### src/rtl/key_uart_pkg.sv
// Shared definitions for the key_event_uart block: TX state encoding,
// frame constants and width helpers used by the top and by key_debounce.
package key_uart_pkg;

    localparam int         DATA_BITS         = 8;
    localparam logic [7:0] CHAR_BASE_DEFAULT = 8'h30;

    typedef enum logic [2:0] {
        ST_IDLE   = 3'd0,
        ST_START  = 3'd1,
        ST_DATA   = 3'd2,
        ST_PARITY = 3'd3,
        ST_STOP   = 3'd4
    } tx_state_e;

    // Counter/pointer width that never collapses to zero bits.
    function automatic int clog2_min1(input int value);
        return (value <= 2) ? 1 : $clog2(value);
    endfunction

endpackage

### src/rtl/key_debounce.sv
// One key input: 2-flop synchroniser, mismatch counter and debounced level.
// Emits a single-cycle pulse on every accepted 0->1 change of the level.
// Ports:
//   clk     in  system clock
//   rst_n   in  asynchronous active-low reset
//   key_in  in  raw key level (1 = pressed), asynchronous to clk
//   press   out one-cycle pulse when the debounced level rises
module key_debounce
    import key_uart_pkg::*;
#(
    parameter int DEBOUNCE_CYCLES = 500_000
) (
    input  logic clk,
    input  logic rst_n,
    input  logic key_in,
    output logic press
);

    localparam int               CNT_W    = clog2_min1(DEBOUNCE_CYCLES);
    localparam logic [CNT_W-1:0] CNT_LAST = CNT_W'(DEBOUNCE_CYCLES - 1);

    logic             sync1_q, sync1_d;
    logic             sync2_q, sync2_d;
    logic             deb_q,   deb_d;
    logic             press_q, press_d;
    logic [CNT_W-1:0] cnt_q,   cnt_d;

    always_comb begin
        sync1_d = key_in;
        sync2_d = sync1_q;
        deb_d   = deb_q;
        cnt_d   = cnt_q;
        // The counter only advances while the synced level disagrees with the
        // accepted level; any agreement restarts the stability window.
        if (sync2_q == deb_q) begin
            cnt_d = '0;
        end else if (cnt_q == CNT_LAST) begin
            deb_d = sync2_q;
            cnt_d = '0;
        end else begin
            cnt_d = cnt_q + 1'b1;
        end
        press_d = deb_d & ~deb_q;
    end

    always_ff @(posedge clk or negedge rst_n) begin
        if (!rst_n) begin
            sync1_q <= 1'b0;
            sync2_q <= 1'b0;
            deb_q   <= 1'b0;
            press_q <= 1'b0;
            cnt_q   <= '0;
        end else begin
            sync1_q <= sync1_d;
            sync2_q <= sync2_d;
            deb_q   <= deb_d;
            press_q <= press_d;
            cnt_q   <= cnt_d;
        end
    end

    assign press = press_q;

endmodule

### src/rtl/key_event_uart.sv
// N-key press reporter: debounced key presses become ASCII bytes
// (CHAR_BASE + key index), queued in a small FIFO and sent on a UART TX line.
// Default frame is 8N1; defining KEY_UART_PARITY_EN adds an even-parity bit
// after D7 (8E1).
// Ports:
//   clk       in  system clock
//   rst_n     in  asynchronous active-low reset
//   key_in    in  raw key levels, 1 = pressed, asynchronous
//   tx        out UART serial line, idle high (registered)
//   tx_valid  out high from first start-bit cycle to last stop-bit cycle
//   overflow  out sticky: a press was dropped on a full FIFO
module key_event_uart
    import key_uart_pkg::*;
#(
    parameter int         NUM_KEYS        = 4,
    parameter int         CLK_HZ          = 50_000_000,
    parameter int         BAUD            = 115200,
    parameter int         DEBOUNCE_CYCLES = 500_000,
    parameter int         FIFO_DEPTH      = 4,
    parameter logic [7:0] CHAR_BASE       = CHAR_BASE_DEFAULT
) (
    input  logic                clk,
    input  logic                rst_n,
    input  logic [NUM_KEYS-1:0] key_in,
    output logic                tx,
    output logic                tx_valid,
    output logic                overflow
);

    localparam int BAUD_DIV = CLK_HZ / BAUD;
    localparam int BAUD_W   = clog2_min1(BAUD_DIV);
    localparam int PTR_W    = clog2_min1(FIFO_DEPTH);
    localparam int KEY_W    = clog2_min1(NUM_KEYS);
    localparam int BIT_W    = clog2_min1(DATA_BITS);

    localparam logic [BAUD_W-1:0] BAUD_LAST = BAUD_W'(BAUD_DIV - 1);
    localparam logic [BIT_W-1:0]  BIT_LAST  = BIT_W'(DATA_BITS - 1);
    localparam logic [PTR_W:0]    FULL_CNT  = (PTR_W + 1)'(FIFO_DEPTH);

    // ---------------- key synchronise / debounce ----------------
    logic [NUM_KEYS-1:0] press;

    for (genvar k = 0; k < NUM_KEYS; k++) begin : g_key
        key_debounce #(
            .DEBOUNCE_CYCLES (DEBOUNCE_CYCLES)
        ) u_debounce (
            .clk    (clk),
            .rst_n  (rst_n),
            .key_in (key_in[k]),
            .press  (press[k])
        );
    end

    // ---------------- pending flags / arbiter ----------------
    logic [NUM_KEYS-1:0] pending_q, pending_d;
    logic [NUM_KEYS-1:0] grant;
    logic                arb_valid;
    logic [KEY_W-1:0]    arb_sel;
    logic [7:0]          push_byte;

    always_comb begin
        arb_sel = '0;
        // Descending scan so the lowest pending index wins.
        for (int i = NUM_KEYS - 1; i >= 0; i--) begin
            if (pending_q[i]) begin
                arb_sel = KEY_W'(i);
            end
        end
        arb_valid = |pending_q;
        grant     = pending_q & (~pending_q + 1'b1);
        push_byte = CHAR_BASE + 8'(arb_sel);
        pending_d = (pending_q & ~grant) | press;
    end

    // ---------------- event FIFO ----------------
    logic [7:0]       mem_q [FIFO_DEPTH];
    logic [PTR_W-1:0] wr_ptr_q, wr_ptr_d;
    logic [PTR_W-1:0] rd_ptr_q, rd_ptr_d;
    logic [PTR_W:0]   count_q,  count_d;
    logic             fifo_empty, fifo_full;
    logic             push, pop, drop;
    logic [7:0]       rd_data;
    logic             overflow_q, overflow_d;

    always_comb begin
        fifo_empty = (count_q == '0);
        fifo_full  = (count_q == FULL_CNT);
        rd_data    = mem_q[rd_ptr_q];
        // A pop in the same cycle frees a slot, so a full FIFO still accepts.
        push       = arb_valid && (!fifo_full || pop);
        drop       = arb_valid && fifo_full && !pop;
        wr_ptr_d   = push ? wr_ptr_q + 1'b1 : wr_ptr_q;
        rd_ptr_d   = pop  ? rd_ptr_q + 1'b1 : rd_ptr_q;
        case ({push, pop})
            2'b10:   count_d = count_q + 1'b1;
            2'b01:   count_d = count_q - 1'b1;
            default: count_d = count_q;
        endcase
        overflow_d = overflow_q | drop;
    end

    always_ff @(posedge clk) begin
        if (push) begin
            mem_q[wr_ptr_q] <= push_byte;
        end
    end

    // ---------------- TX FSM ----------------
    tx_state_e         state_q, state_d;
    logic [BAUD_W-1:0] baud_q,  baud_d;
    logic [BIT_W-1:0]  bit_q,   bit_d;
    logic [7:0]        data_q,  data_d;
    logic              tx_q,    tx_d;
    logic              tx_valid_q, tx_valid_d;
    logic              bit_done;

    assign bit_done = (baud_q == BAUD_LAST);

    // Next-state logic; the FIFO pop is tied to entering START.
    always_comb begin
        state_d = state_q;
        pop     = 1'b0;
        case (state_q)
            ST_IDLE: begin
                if (!fifo_empty) begin
                    state_d = ST_START;
                    pop     = 1'b1;
                end
            end
            ST_START: begin
                if (bit_done) state_d = ST_DATA;
            end
            ST_DATA: begin
                if (bit_done && bit_q == BIT_LAST) begin
`ifdef KEY_UART_PARITY_EN
                    state_d = ST_PARITY;
`else
                    state_d = ST_STOP;
`endif
                end
            end
`ifdef KEY_UART_PARITY_EN
            ST_PARITY: begin
                if (bit_done) state_d = ST_STOP;
            end
`endif
            ST_STOP: begin
                if (bit_done) begin
                    if (!fifo_empty) begin
                        state_d = ST_START;
                        pop     = 1'b1;
                    end else begin
                        state_d = ST_IDLE;
                    end
                end
            end
            default: state_d = ST_IDLE;
        endcase
    end

    // Bit timing and shift data. The baud counter restarts on every state
    // entry and at every data-bit boundary.
    always_comb begin
        data_d = pop ? rd_data : data_q;
        if (state_d == ST_IDLE || state_d != state_q || bit_done) begin
            baud_d = '0;
        end else begin
            baud_d = baud_q + 1'b1;
        end
        if (state_d != ST_DATA) begin
            bit_d = '0;
        end else if (state_q == ST_DATA && bit_done) begin
            bit_d = bit_q + 1'b1;
        end else begin
            bit_d = bit_q;
        end
    end

    // Outputs are decoded from the next state so the registered line is
    // aligned with the state register.
    always_comb begin
        tx_valid_d = (state_d != ST_IDLE);
        case (state_d)
            ST_START:  tx_d = 1'b0;
            ST_DATA:   tx_d = data_q[bit_d];
`ifdef KEY_UART_PARITY_EN
            ST_PARITY: tx_d = ^data_q;
`endif
            default:   tx_d = 1'b1;
        endcase
    end

    always_ff @(posedge clk or negedge rst_n) begin
        if (!rst_n) begin
            pending_q  <= '0;
            wr_ptr_q   <= '0;
            rd_ptr_q   <= '0;
            count_q    <= '0;
            overflow_q <= 1'b0;
            state_q    <= ST_IDLE;
            baud_q     <= '0;
            bit_q      <= '0;
            tx_q       <= 1'b1;
            tx_valid_q <= 1'b0;
        end else begin
            pending_q  <= pending_d;
            wr_ptr_q   <= wr_ptr_d;
            rd_ptr_q   <= rd_ptr_d;
            count_q    <= count_d;
            overflow_q <= overflow_d;
            state_q    <= state_d;
            baud_q     <= baud_d;
            bit_q      <= bit_d;
            tx_q       <= tx_d;
            tx_valid_q <= tx_valid_d;
        end
    end

    always_ff @(posedge clk) begin
        data_q <= data_d;
    end

    assign tx       = tx_q;
    assign tx_valid = tx_valid_q;
    assign overflow = overflow_q;

endmodule
### config.mk
export PLATFORM = sky130hd
export DESIGN_NAME = key_event_uart
export DESIGN_NICKNAME = d
export VERILOG_FILES = /design/src/rtl/key_uart_pkg.sv /design/src/rtl/key_debounce.sv /design/src/rtl/key_event_uart.sv
export SDC_FILE = /design/constraint.sdc
export NUM_CORES = 1
export LEC_CHECK = 0
export CORE_ASPECT_RATIO = 1.5
export CORE_UTILIZATION = 55
export DETAILED_ROUTE_END_ITERATION = 8
export PLACE_DENSITY = 0.71
export SETUP_SLACK_MARGIN = 0.2
export SYNTH_ARGS = -nofsm -noshare
export SYNTH_HDL_FRONTEND = slang
export SYNTH_HIERARCHICAL = 1
export SYNTH_SLANG_ARGS = --single-unit
### constraint.sdc
create_clock -name clk -period 2.7 [get_ports clk]
set_clock_uncertainty 0.05 [all_clocks]
set_input_delay 0.27 -clock clk [delete_from_list [all_inputs] [get_ports clk]]
set_output_delay 0.27 -clock clk [all_outputs]
set_load 0.01 [all_outputs]
==> results of run 1 <==
-- cell families after synthesis --
logic type	count (synthesis)	synth area share [%]
mux	10	2.05
flops	131	51.3
fa+ha+maj	13	2.62
simple gates	296	25.0
xor+xnor	76	10.3
buf+inv	32	2.14
compound gates	52	6.58
-- through the flow --
stage,cell area (um^2),power (mW),setup WS [ns],utilization (%),instances
floorplan,6480,2.11,0.324,-,610
global placement,6730,2.16,0.429,58.7,760
detailed placement,6730,2.17,0.306,58.7,760
CTS,7330,4.41,0.296,63.9,793
global route,7350,4.51,0.188,64.1,794
finish,7350,4.35,0.341,64.1,794
-- cell usage in the layout (no fill, tap or decap), types with 3 or more instances in the layout --
| cell | count |
|---|---|
| a31o_2 | 3 |
| buf_4 | 5 |
| ha_1 | 12 |
| and2_1 | 8 |
| xor2_1 | 22 |
| nor3b_1 | 4 |
| edfxtp_1 | 10 |
| or3_1 | 4 |
| clkinvlp_4 | 3 |
| inv_1 | 18 |
| a21oi_2 | 3 |
| nand2_1 | 40 |
| nand3_1 | 26 |
| nand4_2 | 4 |
| and4_1 | 4 |
| o211ai_1 | 3 |
| o31ai_4 | 3 |
| dfrtp_1 | 120 |
| and3_1 | 6 |
| nor2_1 | 99 |
| or4_4 | 3 |
| xnor2_1 | 54 |
| nor4_1 | 14 |
| a21oi_1 | 9 |
| nand3_2 | 3 |
| o21ai_0 | 12 |
| nor3_1 | 24 |
| mux2_2 | 5 |
| clkbuf_8 | 6 |
| nand4_1 | 31 |
| clkdlybuf4s50_1 | 7 |
| nor4b_1 | 6 |
| clkbuf_16 | 17 |
-- power breakdown --
group | total [mW] | internal [mW] | switching [mW]
clock network | 2.22 | 1.41 | 0.813
registers | 2.03 | 2.00 | 0.0253
logic | 0.0998 | 0.0310 | 0.0687
total | 4.35 | 3.45 | 0.907
-- state kept, by name, summed over array words and instances (netlist names) --
name	count
data_q	2
g_key.u_debounce/cnt_q	76
tx	1
g_key.u_debounce/sync1_q	4
rd_ptr_q	2
overflow	1
baud_q	9
count_q	3
g_key.u_debounce/deb_q	4
state_q	3
bit_q	3
pending_q	4
g_key.u_debounce/press	4
mem_q	8
tx_valid	1
g_key.u_debounce/sync2_q	4
wr_ptr_q	2
-- worst max-delay path: stages, from the launching register on --
cell and delay [ns]:
dfrtp_1 0.41, ha_1 0.21, and4b_4 0.23, a21oi_4 0.27
nor3_4 0.07, nand2_1 0.11, fa_1 0.48, a2111oi_4 0.32
a2bb2oi_2 0.15
-- area by class of cell --
cell class,instances,area (um^2)
Clock buffer,25,515
Clock inverter,7,71.3
Fill cell,877,4120
Inverter,20,75.1
Multi-Input combinational cell,447,3040
Sequential cell,131,3330
Tap cell,150,188
Timing Repair Buffer,14,138
-- final timing paths --
path                       slack [ns]                   startpoint  cells after the start                            end
max                              0.34                    baud_q[0]                      8                     count_q[1]
min                              0.25                    key_in[2]                      1    g_key[2].u_debounce/sync1_q
max reg2reg                      0.34                    baud_q[0]                      8                     count_q[1]
min reg2reg                      0.30  g_key[3].u_debounce/sync1_q                      0    g_key[3].u_debounce/sync2_q
max in group asynchronous        1.62                        rst_n                      3                             tx
min in group asynchronous        0.26                        rst_n                      2  g_key[3].u_debounce/cnt_q[15]
-- per-layer routing --
metal  part of all wire, %  vias up  GRT usage, %  wire (um)
met1                    41     2216          25.6       4810
met3                   2.2       19          3.94        263
met4                   1.9        0          11.2        221
met5                     0        -             0          0
met2                    55       58          38.3       6440
li1                      -     2200             -          -
-- timing repair --
item	in CTS	in global routing
hold endpoints to repair	24	0
setup buffers	0	1
hold buffers	1	0
gates resized for setup	0	2
endpoints found under the setup margin	0	2
==> flow_metrics.tcl, run 1 <==
set metrics [dict create \
    synth.avg_cell_area_um2 10.6 \
    cap_violations 0 \
    place_congestion 0.852 \
    critical_path.endpoint_type "flip-flop" \
    tightestPinTransition_ns 0.757 \
    totalWireLength_um 11700 \
    drive_gt1_share_pct 12.7 \
    cts_root_buf "clkbuf_16" \
    cts_htree_levels 4 \
    dr.pass1.iters 4 \
    power_density_nw_per_um2 592 \
    vias_per_cell 5.66 \
    num_antenna_cells 0 \
    synth_top_area_cell "dfrtp_1" \
    grt_usage_pct 21.8 \
    ys.flop_type "dfrtp_1" \
    clock.fmax_mhz 424 \
    crit_type "reg2reg" \
    clk_pin_slew_worst_paths_ns 0.06 \
    ys_warn_count 13 \
    design.core.area_um2 11500 \
    crit_path_start_kind "flip-flop" \
    rows 48 \
    cp.required_ns 2.99 \
    drcViolationCount 0 \
    yosysMostFrequentCell "dfrtp_1" \
    die_w_um 90.7 \
    via_count 4493 \
    grt_max_degree 71 \
    fin_crit_sh_pct 87.4 \
    cts.sinks 131 \
    hpwl_um 8090 \
    synthesis.nets 629 \
    finalCriticalPeriod_ns 2.36 \
    cellLeakagePower_nw 2.92 \
    maxSlewHeadroom_pct 48.2 \
    grt_pass1_wl_um 21400 \
    finalSetupViolations 0 \
    fin_tns_setup_ns 0 \
    clk_latency_ns 0.41 \
    die_area_um2 12200 \
    syn-instance-count 610 \
    synth_edf_count 10 \
    wl_per_cell_um 14.8 \
    cts_tree "done" \
    yosysTopAreaCellShare_pct 46.3 \
    start_util_pct 56.5 \
    hold_path.class "in2reg" \
    yosysSeqAreaShare_pct 51.3 \
    ant_nets 0 \
    cts_buffers 17 \
    drv_slew 0 \
    ys_top_cells_by_area "dfrtp_1 46%, xnor2_1 7.3%, nor2_1 5.7%" \
    cp.arrival_ns 2.65 \
    clockBufferDepth 2 \
    peakVddDrop_uv 345 \
    critPathMaxFanout 7 \
    portBuffers 8 \
    outcome "finished clean" \
    finalNetCount 650 \
    synth-async-reset-ratio_pct 92.4 \
    hold_ws_ns 0.247 \
    antenna_found_initial 0 \
    hold_violations 0 \
    rsz0062_at_grt "no" \
    die_h_um 135 \
    grt_pass1_vias 4627 \
    synth_cell_types 73 \
    ios 9 \
    yosys-top-cells-count "120 x dfrtp_1, 99 x nor2_1, 54 x xnor2_1" \
    first_iter_violations 237 \
    ys_seq_elements 131 \
    synth_area_um2 6480 \
    area_delta_synth_final_pct 13.4 \
    grt_overflow 0 \
]
(Power assumes the default switching activity.)
==> inputs of run 2 (changes only) <==
CORE_MARGIN = 2   (was default)
PLACE_DENSITY = 0.74   (was 0.71)
SLEW_MARGIN = 20   (was default)
clock period = 2.1 ns   (was 2.7 ns; I/O delays follow)
==> flow_metrics.tcl, run 2 (synthesis gave the netlist of run 1 again) <==
set metrics [dict create \
    die_area_um2 12700 \
    via_count 4703 \
    cp.arrival_ns 2.38 \
    antenna_found_initial 0 \
    vias_per_cell 5.64 \
    portBuffers 8 \
    cp.buffers_inverters 1 \
    critical_path.endpoint_type "flip-flop" \
    path_cells "inv_1, ha_1, and4b_4, a21oi_4, nor3_4, nand2_2, fa_2, nor2_4, o21ai_2, o31a_1, o211ai_1" \
    finalSetupViolations 1 \
    num_antenna_cells 0 \
    wl_per_cell_um 15.1 \
    clockBufferDepth 2 \
    largest_reg_flops 76 \
    reg_top3 "g_key.u_debounce/cnt_q x76, baud_q x9, mem_q x8" \
    rsz0062_at_grt "yes" \
    grt_overflow 0 \
    cp.required_ns 2.37 \
    final_cell_mix "108 x dfrtp_1, 97 x nor2_1, 54 x xnor2_1" \
    drcViolationCount 0 \
    slowest_stage "fa_2" \
    final_cells 834 \
    grt_pass1_wl_um 21800 \
    grt_pass1_vias 4779 \
    cts_buffers 17 \
    cts.sinks 131 \
    hold_path.class "in2reg" \
    hold_violations 0 \
    clock.fmax_mhz 473 \
    cts_root_buf "clkbuf_16" \
    hpwl_um 8030 \
    design.core.area_um2 11500 \
    clk_latency_ns 0.41 \
    fin_ws_ns -0.0139 \
    placed_cells 782 \
    first_iter_violations 274 \
    cellLeakagePower_nw 3.12 \
    final_area_um2 7800 \
    power_density_nw_per_um2 723 \
    final_common_cell "dfrtp_1" \
    fin_crit_sh_pct 101 \
    dr.pass1.iters 7 \
    cts_tree "done" \
    drv_slew 0 \
    die_w_um 92.7 \
    drive_gt1_share_pct 22.7 \
    rows 48 \
    grt_usage_pct 21.7 \
    die_h_um 137 \
    clk_pin_slew_worst_paths_ns 0.05 \
    hold_ws_ns 0.190 \
    tightestPinTransition_ns 0.504 \
    area_delta_synth_final_pct 20.2 \
    max_stage_delay_ns 0.39 \
    ant_nets 0 \
    place_congestion 0.835 \
    placed_area_um2 6930 \
    start_util_pct 56.2 \
    outcome "finished, violations left" \
    total_power_mw 5.64 \
    finalNetCount 690 \
    cpLargestDelayFamily "simple AND/OR/NAND/NOR gates" \
    peakVddDrop_uv 556 \
    finalCriticalPeriod_ns 2.11 \
    violations "setup timing" \
    cap_violations 0 \
    maxSlewHeadroom_pct 66.4 \
    crit_type "reg2reg" \
    cts_htree_levels 4 \
    totalWireLength_um 12600 \
    fin_util_pct 67.6 \
    crit_path_start_kind "flip-flop" \
    ios 9 \
    grt_max_degree 46 \
    max_flop_register "g_key.u_debounce/cnt_q" \
    critPathMaxFanout 2 \
]
==> run 2: changes by cell type in the layout (fill, tap and decap cells not counted), sizes merged <==
| cell | change |
|---|---|
| buf | +40 |
| clkinvlp | -1 |
| clkbuf | -3 |
| bufinv | +1 |
| clkinv | +3 |
==> run 2: repair_timing <==
action / in CTS / in global routing
gates resized for setup: 6 / 33
endpoints found under the hold margin: 36 / 0
hold buffers: 1 / 0
pin swaps: 2 / 16
buffers inserted: 7 / 12
setup endpoints to repair: 14 / 55
==> run 2: path summary, 6_finish.rpt <==
| path | from | end | slack, ns | depth (start not counted) |
|---|---|---|---|---|
| max | baud_q[1] | count_q[2] | -0.01 | 11 |
| min | key_in[3] | g_key[3].u_debounce/sync1_q | 0.19 | 1 |
| max reg2reg | baud_q[1] | count_q[2] | -0.01 | 11 |
| min reg2reg | g_key[0].u_debounce/sync1_q | g_key[0].u_debounce/sync2_q | 0.30 | 0 |
| max in group asynchronous | rst_n | tx | 1.06 | 3 |
| min in group asynchronous | rst_n | g_key[3].u_debounce/cnt_q[18] | 0.26 | 2 |
==> run 2: final cells by class <==
| class | count | area, um^2 |
|---|---|---|
| tap | 150 | 188 |
| timing repair buffer | 54 | 467 |
| clock buffer | 22 | 475 |
| multi-input combinational | 447 | 3140 |
| sequential | 131 | 3340 |
| inverter | 20 | 75.1 |
| clock inverter | 10 | 105 |
| fill | 842 | 3730 |
==> run 2: power breakdown <==
part	internal (mW)	switching (mW)	leakage, nW
logic	0.0537	0.0908	1.13
clock network	1.84	1.04	0.285
registers	2.58	0.0345	1.71
total	4.47	1.17	3.12
==> run 2: metal layers <==
metal  track usage (%)  up-vias  share of wire (%)
met1              24.8     2346                 41
li1                  -     2282                  -
met3              4.07       16                1.8
met2              39.7       59                 56
met5                 0        -                  0
met4              9.07        0                1.4
==> run 2: stage by stage <==
stage	TNS, ns	setup WS, ns
after global routing	-0.247	-0.142
after CTS	0	0.0245
after detailed placement	0	0.0197
final	-0.0139	-0.0139
after global placement	0	0.0588
after floorplan	-0.0479	-0.0341
==> inputs of run 3 (changes only) <==
CTS_BUF_LIST = sky130_fd_sc_hd__clkbuf_4   (was default)
==> flow_metrics.tcl, run 3 (synthesis gave the netlist of run 1 again) <==
set metrics [dict create \
    outcome "finished, violations left" \
    violations "setup timing" \
    vias_per_cell 5.57 \
    path_cells "inv_1, ha_1, and4b_4, a21oi_4, nor3_4, nand2_2, fa_2, buf_4, nand2_1, o31a_1, o211ai_1" \
    grt_pass1_vias 4698 \
    slowest_stage "dfrtp_1" \
    hold_ws_ns 0.0732 \
    largest_reg_flops 76 \
    hold_violations 0 \
    die_h_um 137 \
    area_delta_synth_final_pct 15.2 \
    rows 48 \
    hold_path.class "in2reg" \
    p_sw_share_pct 22.3 \
    cts_buffers 17 \
    cts.sinks 131 \
    grt_usage_pct 20.2 \
    intPower_mw 3.48 \
    final_area_um2 7470 \
    cts_htree_levels 4 \
    design.core.area_um2 11500 \
    portBuffers 8 \
    antenna_found_initial 1 \
    reg_top3 "g_key.u_debounce/cnt_q x76, baud_q x9, mem_q x8" \
    clk_latency_ns 0.51 \
    p_clk_share_pct 38.5 \
    final_common_cell "dfrtp_1" \
    rsz0062_at_grt "yes" \
    finalCriticalPeriod_ns 2.13 \
    grt_max_degree 46 \
    final_cell_mix "105 x dfrtp_1, 97 x nor2_1, 54 x xnor2_1" \
    totalWireLength_um 11900 \
    hpwl_um 8030 \
    cap_violations 0 \
    grt_pass1_wl_um 20500 \
    via_count 4637 \
    crit_type "reg2reg" \
    start_util_pct 56.2 \
    max_flop_register "g_key.u_debounce/cnt_q" \
    placed_area_um2 6930 \
    dr.pass1.iters 4 \
    p_comb_share_pct 3.2 \
    fin_ws_ns -0.0276 \
    clockBufferDepth 2 \
    critical_path.endpoint_type "flip-flop" \
    crit_path_start_kind "flip-flop" \
    finalNetCount 687 \
    wl_per_cell_um 14.3 \
    drive_gt1_share_pct 22.9 \
    max_stage_delay_ns 0.40 \
    peakVddDrop_uv 484 \
    cp.arrival_ns 2.47 \
    ant_nets 0 \
    fin_crit_sh_pct 101 \
    tightestPinTransition_ns 0.493 \
    finalSetupViolations 2 \
    cts_root_buf "clkbuf_4" \
    final_cells 832 \
    cts_tree "done" \
    ios 9 \
    power_density_nw_per_um2 598 \
    maxSlewHeadroom_pct 67.1 \
    clock.fmax_mhz 470 \
    cellLeakagePower_nw 2.97 \
    placed_cells 782 \
    cpLargestDelayFamily "simple AND/OR/NAND/NOR gates" \
    critPathMaxFanout 2 \
    grt_overflow 0 \
    seqPwrFrac_pct 58.3 \
    clk_pin_slew_worst_paths_ns 0.11 \
    cp.buffers_inverters 2 \
    cp.required_ns 2.44 \
    die_w_um 92.7 \
    drv_slew 0 \
    p_sw_uw 997 \
    drcViolationCount 0 \
    first_iter_violations 250 \
    place_congestion 0.835 \
    die_area_um2 12700 \
]
==> run 3: changes by cell type in the layout (fill, tap and decap cells not counted), moves of 2 or more <==
cell | before | now
clkbuf_1 | 3 | 0
dfrtp_1 | 108 | 105
dfrtp_2 | 12 | 15
clkbuf_4 | 0 | 20
nor4b_2 | 2 | 0
nor4b_1 | 4 | 6
clkbuf_16 | 18 | 0
buf_4 | 42 | 40
==> run 3: timing repair <==
item | 4_1_cts | 5_1_grt
resized for setup | 6 | 32
setup endpoints to repair | 14 | 48
hold endpoints to repair | 45 | 0
hold buffers | 1 | 0
buffers inserted | 5 | 11
pin swaps | 2 | 15
==> run 3: layout make-up <==
class | count | area, um^2
Clock inverter | 12 | 139
Timing Repair Buffer | 51 | 440
Tap cell | 150 | 188
Sequential cell | 131 | 3350
Antenna cell | 1 | 2.50
Fill cell | 916 | 4060
Inverter | 20 | 75.1
Multi-Input combinational cell | 447 | 3130
Clock buffer | 20 | 150
==> run 3: power groups by stage <==
stage | clock network [mW] | logic (mW) | registers (mW)
global placement | 0 | 0.137 | 2.65
detailed placement | 0 | 0.141 | 2.65
finish | 1.72 | 0.143 | 2.61
floorplan | 0 | 0.0655 | 2.64
CTS | 1.79 | 0.143 | 2.60
global route | 1.90 | 0.165 | 2.61
==> run 3: final timing paths <==
check | start | to | slack [ns] | depth (start not counted)
setup reg to reg | baud_q[1] | count_q[2] | -0.03 | 11
setup / recovery | baud_q[1] | count_q[2] | -0.03 | 11
hold reg to reg | g_key[0].u_debounce/sync1_q | g_key[0].u_debounce/sync2_q | 0.31 | 0
max in group asynchronous | rst_n | tx | 1.19 | 3
min in group asynchronous | rst_n | g_key[3].u_debounce/cnt_q[18] | 0.15 | 2
hold / removal | key_in[3] | g_key[3].u_debounce/sync1_q | 0.07 | 1
==> run 3: metal layers <==
layer  track usage [%]  share of wire [%]  routed length, um  vias to the layer above
li1                  -                  -                  -                     2279
met4              8.25                1.6                193                        0
met3              4.24                2.3                275                       16
met1              23.1                 41               4920                     2288
met5                 0                  0                  0                        -
met2              36.7                 55               6520                       54
==> run 3: stage by stage <==
| step | setup WS [ns] | TNS, ns | util [%] | power, mW |
|---|---|---|---|---|
| floorplan | -0.0341 | -0.0479 | - | 2.71 |
| global placement | 0.0588 | 0 | 60.1 | 2.79 |
| detailed placement | 0.0197 | 0 | 60.1 | 2.79 |
| CTS | 0.0154 | 0 | 63.2 | 4.54 |
| global route | -0.153 | -0.284 | 64.8 | 4.68 |
| finish | -0.0276 | -0.0277 | 64.8 | 4.47 |
